File: config.mk
export PLATFORM = sky130hd
export DESIGN_NAME = cmd_sequencer
export DESIGN_NICKNAME = d
export VERILOG_FILES = /design/src/rtl/cmd_seq_pkg.sv /design/src/rtl/cmd_fifo.sv /design/src/rtl/cmd_sequencer.sv
export SDC_FILE = /design/constraint.sdc
export NUM_CORES = 1
export LEC_CHECK = 0
export BUFFER_PORTS_ARGS = -buffer_cell sky130_fd_sc_hd__buf_2
export CAP_MARGIN = 20
export CORE_ASPECT_RATIO = 1.75
export CORE_MARGIN = 2
export CORE_UTILIZATION = 61
export DETAILED_ROUTE_END_ITERATION = 7
export PLACE_DENSITY = 0.76
export SKIP_CTS_REPAIR_TIMING = 1
export SLEW_MARGIN = 20
export SYNTH_ARGS = -nofsm -noshare
export SYNTH_HDL_FRONTEND = slang
export SYNTH_SLANG_ARGS = --single-unit
File: constraint.sdc
create_clock -name clk -period 3.6 [get_ports clk]
set_clock_uncertainty 0.15 [all_clocks]
set_input_delay 0.36 -clock clk [delete_from_list [all_inputs] [get_ports clk]]
set_output_delay 0.36 -clock clk [all_outputs]
set_load 0.02 [all_outputs]
File: src/rtl/cmd_seq_pkg.sv
// cmd_seq_pkg: shared types and constants for the Knight command sequencer.
// FSM state encoding, error codes, Knight opcodes and the default ack byte.
package cmd_seq_pkg;

    typedef enum logic [2:0] {
        IDLE      = 3'd0,
        LOAD      = 3'd1,
        SEND      = 3'd2,
        WAIT_SENT = 3'd3,
        WAIT_RESP = 3'd4,
        HALT      = 3'd5
    } state_t;

    localparam logic [1:0] ERR_NONE    = 2'b00;
    localparam logic [1:0] ERR_NAK     = 2'b01;
    localparam logic [1:0] ERR_TIMEOUT = 2'b10;
    localparam logic [1:0] ERR_OVF     = 2'b11;

    localparam logic [15:0] CAL_GYRO        = 16'h2000;
    localparam logic [3:0]  OP_MOVE         = 4'h4;
    localparam logic [3:0]  OP_MOVE_FANFARE = 4'h5;

    localparam logic [7:0] POS_ACK_DFLT = 8'hA5;

    // Saturating 8-bit increment for the ack counter.
    function automatic logic [7:0] sat_inc8(input logic [7:0] v);
        return (v == 8'hFF) ? v : v + 8'd1;
    endfunction

endpackage

File: src/rtl/cmd_fifo.sv
// cmd_fifo: circular command buffer with synchronous reset and flush.
// Pointers carry one extra wrap bit so full and empty are distinguishable.
// The head is read into an output register on pop, so the array maps to RAM.
module cmd_fifo #(
    parameter int DEPTH = 16,
    parameter int WIDTH = 16
) (
    input  logic             clk,
    input  logic             rst_i,
    input  logic             push_i,
    input  logic [WIDTH-1:0] data_i,
    input  logic             pop_i,
    input  logic             flush_i,
    output logic [WIDTH-1:0] data_o,
    output logic             full_o,
    output logic             empty_o
);
    localparam int AW = $clog2(DEPTH);
    localparam logic [AW:0] PTR_ONE = 1;

    logic [WIDTH-1:0] mem_q [DEPTH];
    logic [AW:0]      wr_ptr_q;
    logic [AW:0]      rd_ptr_q;
    logic [WIDTH-1:0] rd_data_q;
    logic             do_push;
    logic             do_pop;

    assign empty_o = (wr_ptr_q == rd_ptr_q);
    assign full_o  = (wr_ptr_q[AW] != rd_ptr_q[AW]) &&
                     (wr_ptr_q[AW-1:0] == rd_ptr_q[AW-1:0]);
    assign do_pop  = pop_i && !empty_o;
    // A full buffer still accepts a push when a pop frees a slot the same cycle.
    assign do_push = push_i && (!full_o || do_pop) && !flush_i;
    assign data_o  = rd_data_q;

    // Storage array: write port only, no reset so it stays RAM-mappable.
    always_ff @(posedge clk) begin
        if (do_push) begin
            mem_q[wr_ptr_q[AW-1:0]] <= data_i;
        end
    end

    // Pointer update and registered head read; flush discards all entries.
    always_ff @(posedge clk) begin
        if (rst_i) begin
            wr_ptr_q  <= '0;
            rd_ptr_q  <= '0;
            rd_data_q <= '0;
        end else if (flush_i) begin
            rd_ptr_q <= wr_ptr_q;
        end else begin
            if (do_push) begin
                wr_ptr_q <= wr_ptr_q + PTR_ONE;
            end
            if (do_pop) begin
                rd_ptr_q  <= rd_ptr_q + PTR_ONE;
                rd_data_q <= mem_q[rd_ptr_q[AW-1:0]];
            end
        end
    end

endmodule

File: src/rtl/cmd_sequencer.sv
// cmd_sequencer: plays a queued list of 16-bit Knight commands into RemoteComm,
// one handshake at a time, advancing only on a positive acknowledge.
// Optional build macro CMD_SEQ_RETRY_EN: a response timeout re-sends the
// same command once before halting.
module cmd_sequencer
    import cmd_seq_pkg::*;
#(
    parameter int          DEPTH        = 16,
    parameter logic [31:0] RESP_TIMEOUT = 32'd4_000_000,
    parameter logic [7:0]  POS_ACK      = POS_ACK_DFLT
) (
    input  logic        clk,
    input  logic        rst,
    input  logic        wr_en,
    input  logic [15:0] wr_cmd,
    output logic        full,
    output logic        empty,
    input  logic        start,
    input  logic        abort,
    output logic [15:0] cmd,
    output logic        send_cmd,
    input  logic        cmd_sent,
    input  logic        resp_rdy,
    input  logic [7:0]  resp,
    output logic        busy,
    output logic        done,
    output logic        err,
    output logic [1:0]  err_code,
    output logic [7:0]  cmds_acked
);
    state_t      state_q, state_d;
    logic        err_q, err_d;
    logic [1:0]  err_code_q, err_code_d;
    logic [7:0]  acked_q, acked_d;
    logic        done_q, done_d;
    logic        abort_q, abort_d;
    logic [31:0] tmo_q, tmo_d;

    logic        fifo_pop, fifo_flush, fifo_full, fifo_empty;
    logic [15:0] fifo_data;
    logic        busy_w, abort_pend, ovf, tmo_hit, retry_ok;

    cmd_fifo #(.DEPTH(DEPTH), .WIDTH(16)) u_fifo (
        .clk    (clk),
        .rst_i  (rst),
        .push_i (wr_en),
        .data_i (wr_cmd),
        .pop_i  (fifo_pop),
        .flush_i(fifo_flush),
        .data_o (fifo_data),
        .full_o (fifo_full),
        .empty_o(fifo_empty)
    );

    assign busy_w     = (state_q == LOAD) || (state_q == SEND) ||
                        (state_q == WAIT_SENT) || (state_q == WAIT_RESP);
    // An abort arriving in the very cycle the handshake finishes still counts.
    assign abort_pend = abort_q || abort;
    assign ovf        = wr_en && fifo_full && !fifo_pop;
    assign tmo_hit    = (tmo_q == RESP_TIMEOUT - 32'd1);

`ifdef CMD_SEQ_RETRY_EN
    logic retry_q, retry_d;

    // One retry credit per command: armed by a timeout, cleared on ack or new command.
    always_comb begin
        retry_d = retry_q;
        if (state_q == LOAD) begin
            retry_d = 1'b0;
        end else if (state_q == WAIT_RESP) begin
            if (resp_rdy && (resp == POS_ACK)) begin
                retry_d = 1'b0;
            end else if (!resp_rdy && tmo_hit) begin
                retry_d = 1'b1;
            end
        end
    end

    // Retry flag register.
    always_ff @(posedge clk) begin
        if (rst) begin
            retry_q <= 1'b0;
        end else begin
            retry_q <= retry_d;
        end
    end

    assign retry_ok = !retry_q && !abort_pend;
`else
    assign retry_ok = 1'b0;
`endif

    // Sequencer next-state, status and FIFO control.
    always_comb begin
        state_d    = state_q;
        err_d      = err_q;
        err_code_d = err_code_q;
        acked_d    = acked_q;
        done_d     = 1'b0;
        abort_d    = abort_q;
        tmo_d      = tmo_q;
        fifo_pop   = 1'b0;
        fifo_flush = 1'b0;

        if (busy_w && abort) begin
            abort_d = 1'b1;
        end

        case (state_q)
            IDLE, HALT: begin
                if (abort) begin
                    fifo_flush = 1'b1;
                end else if (start) begin
                    err_d      = 1'b0;
                    err_code_d = ERR_NONE;
                    acked_d    = '0;
                    if (fifo_empty) begin
                        done_d  = 1'b1;
                        state_d = IDLE;
                    end else begin
                        state_d = LOAD;
                    end
                end
            end
            LOAD: begin
                fifo_pop = 1'b1;
                state_d  = SEND;
            end
            SEND: begin
                state_d = WAIT_SENT;
            end
            WAIT_SENT: begin
                if (cmd_sent) begin
                    state_d = WAIT_RESP;
                    tmo_d   = '0;
                end
            end
            WAIT_RESP: begin
                tmo_d = tmo_q + 32'd1;
                if (resp_rdy) begin
                    if (resp == POS_ACK) begin
                        acked_d = sat_inc8(acked_q);
                        if (abort_pend) begin
                            state_d    = IDLE;
                            fifo_flush = 1'b1;
                            abort_d    = 1'b0;
                        end else if (fifo_empty) begin
                            state_d = IDLE;
                            done_d  = 1'b1;
                        end else begin
                            state_d = LOAD;
                        end
                    end else begin
                        err_d      = 1'b1;
                        err_code_d = ERR_NAK;
                        state_d    = HALT;
                        fifo_flush = abort_pend;
                        abort_d    = 1'b0;
                    end
                end else if (tmo_hit) begin
                    if (retry_ok) begin
                        state_d = SEND;
                    end else begin
                        err_d      = 1'b1;
                        err_code_d = ERR_TIMEOUT;
                        state_d    = HALT;
                        fifo_flush = abort_pend;
                        abort_d    = 1'b0;
                    end
                end
            end
            default: begin
                state_d = IDLE;
            end
        endcase

        // Overflow is flagged last so it is never masked by a start clearing err.
        if (ovf) begin
            err_d      = 1'b1;
            err_code_d = ERR_OVF;
        end
    end

    // State and status registers.
    always_ff @(posedge clk) begin
        if (rst) begin
            state_q    <= IDLE;
            err_q      <= 1'b0;
            err_code_q <= ERR_NONE;
            acked_q    <= '0;
            done_q     <= 1'b0;
            abort_q    <= 1'b0;
            tmo_q      <= '0;
        end else begin
            state_q    <= state_d;
            err_q      <= err_d;
            err_code_q <= err_code_d;
            acked_q    <= acked_d;
            done_q     <= done_d;
            abort_q    <= abort_d;
            tmo_q      <= tmo_d;
        end
    end

    assign cmd        = fifo_data;
    assign send_cmd   = (state_q == SEND);
    assign busy       = busy_w;
    assign done       = done_q;
    assign err        = err_q;
    assign err_code   = err_code_q;
    assign cmds_acked = acked_q;
    assign full       = fifo_full;
    assign empty      = fifo_empty;

endmodule

After elaboration in Yosys (flattened, before gate mapping)
Memories as Yosys holds them, arrays and structs flattened. A register that Yosys moved wholly into a read port is not among the register bits.
Cells that the tools add are included.
Widths: inputs -> output; s select.
{ "totals": {"reg_bits": 58, "latch_bits": 0, "mem_bits_rw": 256, "romBits": 0, "in_bits": 31, "output_inout_bits": 32, "elab_cells": 120, "memories": 1} }
{ "memory_table": {"columns": ["name", "words", "width", "read_ports", "rd_clocked_by_memory_dff", "write_ports", "line_no", "source"], "rows": [
  ["u_fifo.mem_q", 16, 16, 1, 1, 1, "cmd_fifo.sv:21", "logic [WIDTH-1:0] mem_q [DEPTH];"]
]} }
{ "op_classes": {"add_sub_neg": 4, "multipliers": 0, "div": 0, "n_lt_le_gt_ge": 0, "n_eq_ne": 22, "shifts": 0, "muxes": 55, "bitwise": 1, "n_reduce_logical": 28} }
{ "op_table": {"columns": ["operator", "count"], "rows": [
  ["$pmux 32 s2", 1],
  ["$mux 8", 5],
  ["$add 32x1->32 const B", 1],
  ["$eq 32x22->1 const B", 1],
  ["$mux 32", 1],
  ["$mux 1", 28],
  ["$mux 3", 6],
  ["$eq 8x8->1 const B", 2],
  ["$pmux 8 s2", 1],
  ["$pmux 3 s5", 1],
  ["$mux 2", 6],
  ["$add 5x1->5 const B", 2],
  ["$mux 5", 2],
  ["$ne 2x2->1 const B", 5],
  ["$ne 3x3->1 const B", 3],
  ["$add 8x1->8 const B", 1],
  ["$ne 4x4->1 const B", 2],
  ["$logic_and 1x1->1", 7],
  ["$eq 3x2->1 const B", 2],
  ["$eq 3x3->1 const B", 2],
  ["$pmux 1 s2", 3],
  ["$reduce_and 2->1", 3],
  ["$reduce_and 6->1", 1],
  ["$reduce_bool 2->1", 3],
  ["other kinds (14)", 21]
]} }

Logic depth before layout (Yosys ltp)
Gate-level depths: netlist (run 1).
{ "depth": {"ltp_word": 10, "depth_mapped": 8, "ltp_nobuf": 7} }

By module
Synthesis (run 1) repeated with hierarchy kept, for this count alone.
{ "hier_totals": {"cells_unflattened": 928, "area_unflattened_um2": 13735.7} }
{ "by_module_without_submodules": {"columns": ["mod", "instances", "cells_per_inst", "area_each_um2"], "rows": [
  ["cmd_fifo", 1, 592, 11091.9],
  ["cmd_sequencer", 1, 336, 2643.8]
]} }

Least setup slack after synthesis (run 1)
Ideal clock, no wire load.
{ "synth_path": {"path_type": "register to register", "start": "register tmo_q[0]", "end": "register u_fifo.wr_ptr_q[4]", "t_arrival_ns": 2.906, "required_time_ns": 3.327, "slack_ns": 0.421, "path_stages_with_launch": 8, "n_path_buf": 0, "synth_period_minus_slack_ns": 3.179, "cell_sequence": "dfxtp_1 ha_1 and3_1 nand4_1 o21ai_1 a21o_1 a211oi_1 mux2_1"} }
{ "synth_via": {"elab_chain_len": 7} }
{ "synth_lines": {"columns": ["item", "line_no", "source"], "rows": [
  ["start: declaration", "cmd_sequencer.sv:37", "logic [31:0] tmo_q, tmo_d;"],
  ["start signal: assignment", "cmd_sequencer.sv:201", "tmo_q <= tmo_d;"],
  ["$eq 32x22->1 *", "cmd_sequencer.sv:60", "assign tmo_hit = (tmo_q == RESP_TIMEOUT - 32'd1);"],
  ["$mux 1 *", "cmd_sequencer.sv:160", "end else if (tmo_hit) begin"],
  ["$mux 1 *", "cmd_sequencer.sv:140", "if (resp_rdy) begin"],
  ["$pmux 1 s2 *", "cmd_sequencer.sv:109", "case (state_q)"],
  ["$logic_not 1->1", "cmd_fifo.sv:33", "assign do_push = push_i && (!full_o || do_pop) && !flush_i;"],
  ["$logic_and 1x1->1", "cmd_fifo.sv:33", null],
  ["$reduce_and 2->1 (no line) *", null, null],
  ["end signal: assignment", "cmd_fifo.sv:53", "wr_ptr_q <= wr_ptr_q + PTR_ONE;"],
  ["end: declaration", "cmd_fifo.sv:22", "logic [AW:0] wr_ptr_q;"]
]} }
Every way passes the cells marked *; elsewhere a longest branch is shown, timed or not.
A chain may end at the register's enable or synchronous reset.

Worst setup path in the final report (run 1)
{ "layout_path": {"start": "register state_q[2]", "end": "memory u_fifo.mem_q[6][9] (enable)"} }
{ "layout_via": {"elab_chain_len": 8} }
{ "layout_lines": {"columns": ["item", "line_no", "source"], "rows": [
  ["start: declaration", "cmd_sequencer.sv:31", "state_t state_q, state_d;"],
  ["start signal: assignment", "cmd_sequencer.sv:195", "state_q <= state_d;"],
  ["parallel branches: the longest is 5 deep, another holds $eq 3x3->1", null, null],
  ["$logic_and 1x1->1 *", "cmd_fifo.sv:33", null],
  ["$mux 1 *", "cmd_fifo.sv:38", "if (do_push) begin"],
  ["$mux 1 (implied by the code) *", "cmd_fifo.sv:39", "mem_q[wr_ptr_q[AW-1:0]] <= data_i;"],
  ["end: declaration", "cmd_fifo.sv:21", null]
]} }
Every way passes the cells marked *.

==> flow_metrics.py, run 1 <==
metrics = {
    "run_status": {
        "status": "completed",
    },
    "power_and_ir_drop": {
        "leakagePower_uw": 0.00491,
        "clkPwrFrac": 0.354,
        "p_comb_frac": 0.157,
        "pwr-share-seq": 0.490,
        "power.total_uw": 8850,
        "swShare": 0.247,
        "power.net_switching_uw": 2190,
        "p_per_area_mw_per_mm2": 587,
        "ir_drop_mv": 0.480,
        "p_int_uw": 6660,
    },
    "critical_path": {
        "critical_path_arrival_ns": 3.27,
        "crit_fanout": 16,
        "crit_path_start_kind": "flip-flop",
        "endpoint_kind": "flip-flop",
        "crit_required_ns": 3.62,
        "worstSetupPathType": "reg2reg",
    },
    "timing": {
        "finalSetupViolations": 0,
        "clock.fmax_mhz": 307,
        "worst_slack_ns": 0.347,
        "rsz0062_at_grt": "false",
        "finalWorstPathRequiredPeriod_ns": 3.25,
        "hold_ws_ns": 0.00181,
        "slew_viol_final": 0,
        "tightest_slew_ns": 0.933,
        "period_share": 0.904,
        "final.setup.tns_ns": 0,
        "max-slew-margin-rel": 0.373,
        "hold_violations": 0,
    },
    "clock_network": {
        "cts_tree": "done",
        "clock_sinks": 330,
        "clk_pin_slew_worst_paths_ns": 0.06,
        "clockBufferDepth": 3,
        "htreeDepth": 1,
        "cts_inserted_buffers": 29,
        "clk_latency_ns": 0.55,
        "cts_root_buf": "clkbuf_16",
    },
    "grt": {
        "grt_start_max_net_pins": 69,
        "track_usage": 0.255,
        "grt_pass1_wl_um": 44300,
        "grt_pass1_vias": 7957,
        "global_route.overflow_total": 0,
        "antenna_found_initial": 0,
    },
    "floorplan": {
        "dieArea_mm2": 0.0233,
        "start_util": 0.623,
        "num_rows": 71,
        "ioPinCount": 63,
        "core_region_area_mm2": 0.0216,
        "die_w_um": 116,
        "die_h_um": 200,
    },
    "placement": {
        "dp_hpwl_um": 19100,
        "gp_congestion": 0.952,
        "dp_slack_ns": 0.422,
        "io_buffers": 62,
        "placed_cell_area_mm2": 0.0141,
    },
    "flow_run": {
        "maxCapViolCount": 0,
    },
    "logic_synthesis": {
        "synthCells": 844,
        "synthFlopType": "edfxtp_1",
        "synth_fp_nets": 882,
        "async_flop_share": 0,
        "yosysUniqueCellTypes": 58,
        "yosysSeqAreaShare": 0.682,
        "netlist_area_mm2": 0.0134,
        "syn_avg_cell_area_um2": 15.9,
        "ys_ff_latch": 330,
        "synth_edf_count": 256,
        "yosys_warnings": 0,
    },
    "routing": {
        "first_iter_violations": 772,
        "drt-total-wl_um": 29200,
        "first_pass_iters": 6,
        "ant_nets": 0,
        "via_per_inst": 6.42,
        "num_vias": 7862,
        "route.detailed.drc": 0,
        "avgRoutedWirePerCell_um": 23.9,
    },
    "layout": {
        "layout_commonest_cell": "edfxtp_1",
        "syn_to_final_growth_pct": 12.2,
        "drive_above_1_share": 0.233,
        "postLayoutCellArea_mm2": 0.0151,
        "fin_nets": 950,
        "diodes": 0,
        "final_cell_mix": "edfxtp_1 (256), mux4_2 (80), dfxtp_1 (72)",
    },
    "worst_hold_path": {
        "hp-class": "in2reg",
    },
}
-- metrics by stage --
| stage | utilization | std cells |
|---|---|---|
| final | 0.698 | 1225 |
| after global routing | 0.698 | 1225 |
| after CTS | 0.698 | 1224 |
| after detailed placement | 0.654 | 1172 |
| after global placement | 0.654 | 1172 |
| after floorplan | - | 844 |
-- kinds of logic (layout without fill, tap and decap cells) --
| kind of cell | after synthesis | in the layout | share of synthesized area |
|---|---|---|---|
| simple gates | 250 | 250 | 0.0997 |
| buf+inv | 51 | 140 | 0.0155 |
| fa+ha+maj | 7 | 7 | 0.00652 |
| flops | 330 | 330 | 0.682 |
| compound gates | 103 | 103 | 0.0452 |
| mux | 91 | 91 | 0.143 |
| xor+xnor | 12 | 12 | 0.00782 |
-- layout make-up --
class | instances | area [um2]
Timing Repair Buffer | 80 | 460
Multi-Input combinational cell | 463 | 4090
Fill cell | 1380 | 6510
Clock buffer | 38 | 759
Inverter | 8 | 30.0
Sequential cell | 330 | 9170
Tap cell | 292 | 365
Clock inverter | 14 | 198
-- layer usage --
| metal | vias up | track usage | part of all wire |
|---|---|---|---|
| li1 | 3441 | - | - |
| met4 | 0 | 0.107 | 0.040 |
| met2 | 395 | 0.453 | 0.54 |
| met3 | 86 | 0.0327 | 0.062 |
| met1 | 3940 | 0.310 | 0.35 |
| met5 | - | 0 | 0 |
-- synth_stat cells (5+ instances only) --
master	number	area [um2]
edfxtp_1	256	7690
mux4_2	80	1800
dfxtp_1	74	1480
nand2_1	66	248
a21oi_1	56	280
nor2_1	46	173
clkbuf_1	27	101
nand3_1	24	120
and3_1	23	144
nand4_1	16	100
nor2b_1	13	81.3
or2_0	9	56.3
inv_1	8	30.0
buf_1	7	26.3
buf_2	7	35.0
ha_1	7	87.6
mux2_1	7	78.8
nor3_1	7	35.0
xor2_1	7	61.3
a211oi_1	6	45.0
and4_1	6	52.6
nor4_1	6	37.5
o21ai_0	6	30.0
o21ai_1	6	30.0
and2_1	5	31.3
o211ai_1	5	37.5
o21a_1	5	37.5
xnor2_1	5	43.8
-- power groups by stage --
stage	Combinational [uW]	Clock, uW	Sequential (uW)
finish	1390	3130	4330
global route	1480	3310	4350
CTS	1380	3170	4330
floorplan	988	0	4390
detailed placement	1360	0	4410
global placement	1330	0	4400
-- sequential cells by signal, summed over array words and instances, names as in the netlist --
register	count
u_fifo.data_o	16
done	1
abort_q	1
u_fifo.mem_q	256
cmds_acked	8
state_q	3
err_code	2
tmo_q	32
u_fifo.rd_ptr_q	5
u_fifo.wr_ptr_q	5
err	1
-- worst max-delay path, stage by stage, from the launching register on --
cell     delay (ns)
dfxtp_1        0.57
nor2b_1        0.42
nor2b_1        0.22
o21ai_1        0.13
a21o_1         0.24
a21oi_1        0.17
buf_4          0.21
and3_1         0.74
-- path summary, 6_finish.rpt --
kind | start | depth (start not counted) | endpoint | slack, ns
worst max-delay path | state_q[2]$_SDFFE_PP0P_ | 7 | u_fifo.mem_q[6][9]$_DFFE_PP_ | 0.35
worst max register to register | state_q[2]$_SDFFE_PP0P_ | 7 | u_fifo.mem_q[6][9]$_DFFE_PP_ | 0.35
worst min-delay path | resp_rdy | 3 | err_code[1]$_SDFFE_PP0P_ | 0.002
worst min register to register | u_fifo.data_o[4]$_SDFFE_PP0P_ | 2 | u_fifo.data_o[4]$_SDFFE_PP0P_ | 0.31
No activity file was read; power rests on OpenSTA's default activity.
==> run 2: changes to the inputs <==
REMOVE_ABC_BUFFERS = 1   (was default)
==> flow_metrics.py, run 2 (same netlist as run 1, synthesis figures left out) <==
metrics = {
    "critical_path": {
        "worst_path_max_delay_cell": "and3_1",
        "path_cells": "nor2b_1 > nor2b_1 > o21ai_1 > a21o_1 > a21oi_1 > buf_4 > and3_1",
        "critical_path_arrival_ns": 3.26,
        "crit_fanout": 16,
        "timing.rr.start": "state_q[2]$_SDFFE_PP0P_",
        "crit_path_end": "u_fifo.mem_q[10][7]$_DFFE_PP_",
        "reg2reg_setup_slack_ns": 0.36,
        "reg2reg_depth": 7,
        "crit_required_ns": 3.62,
        "cp_num_buf_inv": 1,
        "endpoint_kind": "flip-flop",
        "cp-startpoint": "state_q[2]$_SDFFE_PP0P_",
        "cpLargestDelayFamily": "simple AND/OR/NAND/NOR gates",
        "crit_path_start_kind": "flip-flop",
        "worst-path-stages": 7,
        "crit_top_cell": "nor2b_1",
        "critPathMaxStageDelay_ns": 0.70,
        "rr_endpoint": "u_fifo.mem_q[10][7]$_DFFE_PP_",
        "worstSetupPathType": "reg2reg",
    },
    "clock_network": {
        "clockBufferDepth": 3,
        "clk_latency_ns": 0.55,
        "cts_root_buf": "clkbuf_16",
        "cts_tree": "done",
        "cts_inserted_buffers": 28,
        "clk_pin_slew_worst_paths_ns": 0.07,
        "clock_sinks": 330,
        "htreeDepth": 1,
    },
    "timing": {
        "slew_viol_final": 0,
        "max-slew-margin-rel": 0.359,
        "finalSetupViolations": 0,
        "clock.fmax_mhz": 308,
        "worst_slack_ns": 0.358,
        "finalWorstPathRequiredPeriod_ns": 3.24,
        "rsz0062_at_grt": "false",
        "tightest_slew_ns": 0.962,
        "hold_violations": 0,
        "period_share": 0.901,
    },
    "placement": {
        "dp_slack_ns": 0.453,
        "io_buffers": 62,
        "gp_congestion": 0.858,
        "dp_hpwl_um": 19100,
        "placed_cell_area_mm2": 0.0142,
    },
    "run_status": {
        "status": "completed",
    },
    "layout": {
        "seqCellArea_mm2": 0.00917,
        "fin_nets": 956,
        "multi_input_area_mm2": 0.00409,
        "drive_above_1_share": 0.243,
        "syn_to_final_growth_pct": 12.2,
        "layout_commonest_cell": "edfxtp_1",
        "postLayoutCellArea_mm2": 0.0151,
        "fill_cells": 1405,
        "final_cell_mix": "edfxtp_1 (256), mux4_2 (80), dfxtp_1 (72)",
        "largest_register_ffs": 256,
        "diodes": 0,
    },
    "routing": {
        "ant_nets": 0,
        "num_vias": 7893,
        "route.detailed.drc": 0,
        "via_per_inst": 6.42,
        "drt-total-wl_um": 29300,
        "first_iter_violations": 859,
        "avgRoutedWirePerCell_um": 23.8,
        "first_pass_iters": 6,
    },
    "floorplan": {
        "dieArea_mm2": 0.0233,
        "die_h_um": 200,
        "start_util": 0.623,
        "core_region_area_mm2": 0.0216,
        "die_w_um": 116,
        "num_rows": 71,
        "ioPinCount": 63,
    },
    "grt": {
        "global_route.overflow_total": 0,
        "grt_start_max_net_pins": 69,
        "antenna_found_initial": 1,
        "grt_pass1_wl_um": 45500,
        "grt_pass1_vias": 8240,
        "track_usage": 0.260,
    },
    "power_and_ir_drop": {
        "p_per_area_mw_per_mm2": 576,
        "leakagePower_uw": 0.00493,
        "ir_drop_mv": 0.452,
    },
    "flow_run": {
        "maxCapViolCount": 0,
    },
    "worst_hold_path": {
        "hp-class": "in2reg",
    },
}
==> run 2: cell count changes in the layout (fill, tap and decap cells not counted), sizes merged <==
cell / before / now
clkinv: 6 / 12
buf: 79 / 86
bufinv: 5 / 3
inv: 9 / 8
clkbuf: 38 / 33
==> run 2: area by class of cell <==
| cell class | instances | area share |
|---|---|---|
| inverters | 8 | 0.00199 |
| repair buffers | 87 | 0.0340 |
| clock inverters | 17 | 0.0105 |
| well taps | 292 | 0.0242 |
| multi-input cells | 463 | 0.271 |
| clock buffers | 33 | 0.0491 |
| flip-flops and latches | 330 | 0.609 |
==> run 2: worst min path at each step <==
stage                                        startpoint                             to  cells past startpoint
after floorplan                                     rst     cmds_acked[1]$_SDFFE_PP0P_                      1
after global placement    u_fifo.data_o[4]$_SDFFE_PP0P_  u_fifo.data_o[4]$_SDFFE_PP0P_                      2
after detailed placement  u_fifo.data_o[9]$_SDFFE_PP0P_  u_fifo.data_o[9]$_SDFFE_PP0P_                      2
after CTS                                      cmd_sent          tmo_q[2]$_SDFFE_PP0P_                      2
after global routing                           resp_rdy       err_code[1]$_SDFFE_PP0P_                      3
final                                          resp_rdy       err_code[1]$_SDFFE_PP0P_                      3
==> run 2: per-stage QoR <==
step           total power [uW]  TNS (ns)  cells  hold slack [ns]   util
3_5_place_dp               5780         0   1179            0.294  0.656
3_3_place_gp               5720         0   1179            0.292  0.656
4_1_cts                    8740         0   1229          -0.0753  0.698
5_1_grt                    9010         0   1230           0.0431  0.698
2_1_floorplan              5360   -433.01    801            0.279      -
6_report                   8690         0   1230           0.0141  0.698
==> run 2: metal layers <==
metal  share of wire  vias to the layer above  GRT usage
li1                -                     3460          -
met4           0.034                        2     0.0982
met3           0.059                       72     0.0351
met1            0.36                     4032      0.316
met2            0.55                      327      0.466
met5         0.00024                        -          0
==> run 2: power breakdown <==
group          internal (uW)  switching [uW]
Sequential              4230             102
Clock                   1680            1290
Combinational            596             789
==> run 2: worst register-to-register path, stage by stage, from the launching register on <==
cell and delay, ns:
dfxtp_1 0.59, nor2b_1 0.39, nor2b_1 0.22, o21ai_1 0.12, a21o_1 0.24, a21oi_1 0.21, buf_4 0.24, and3_1 0.70
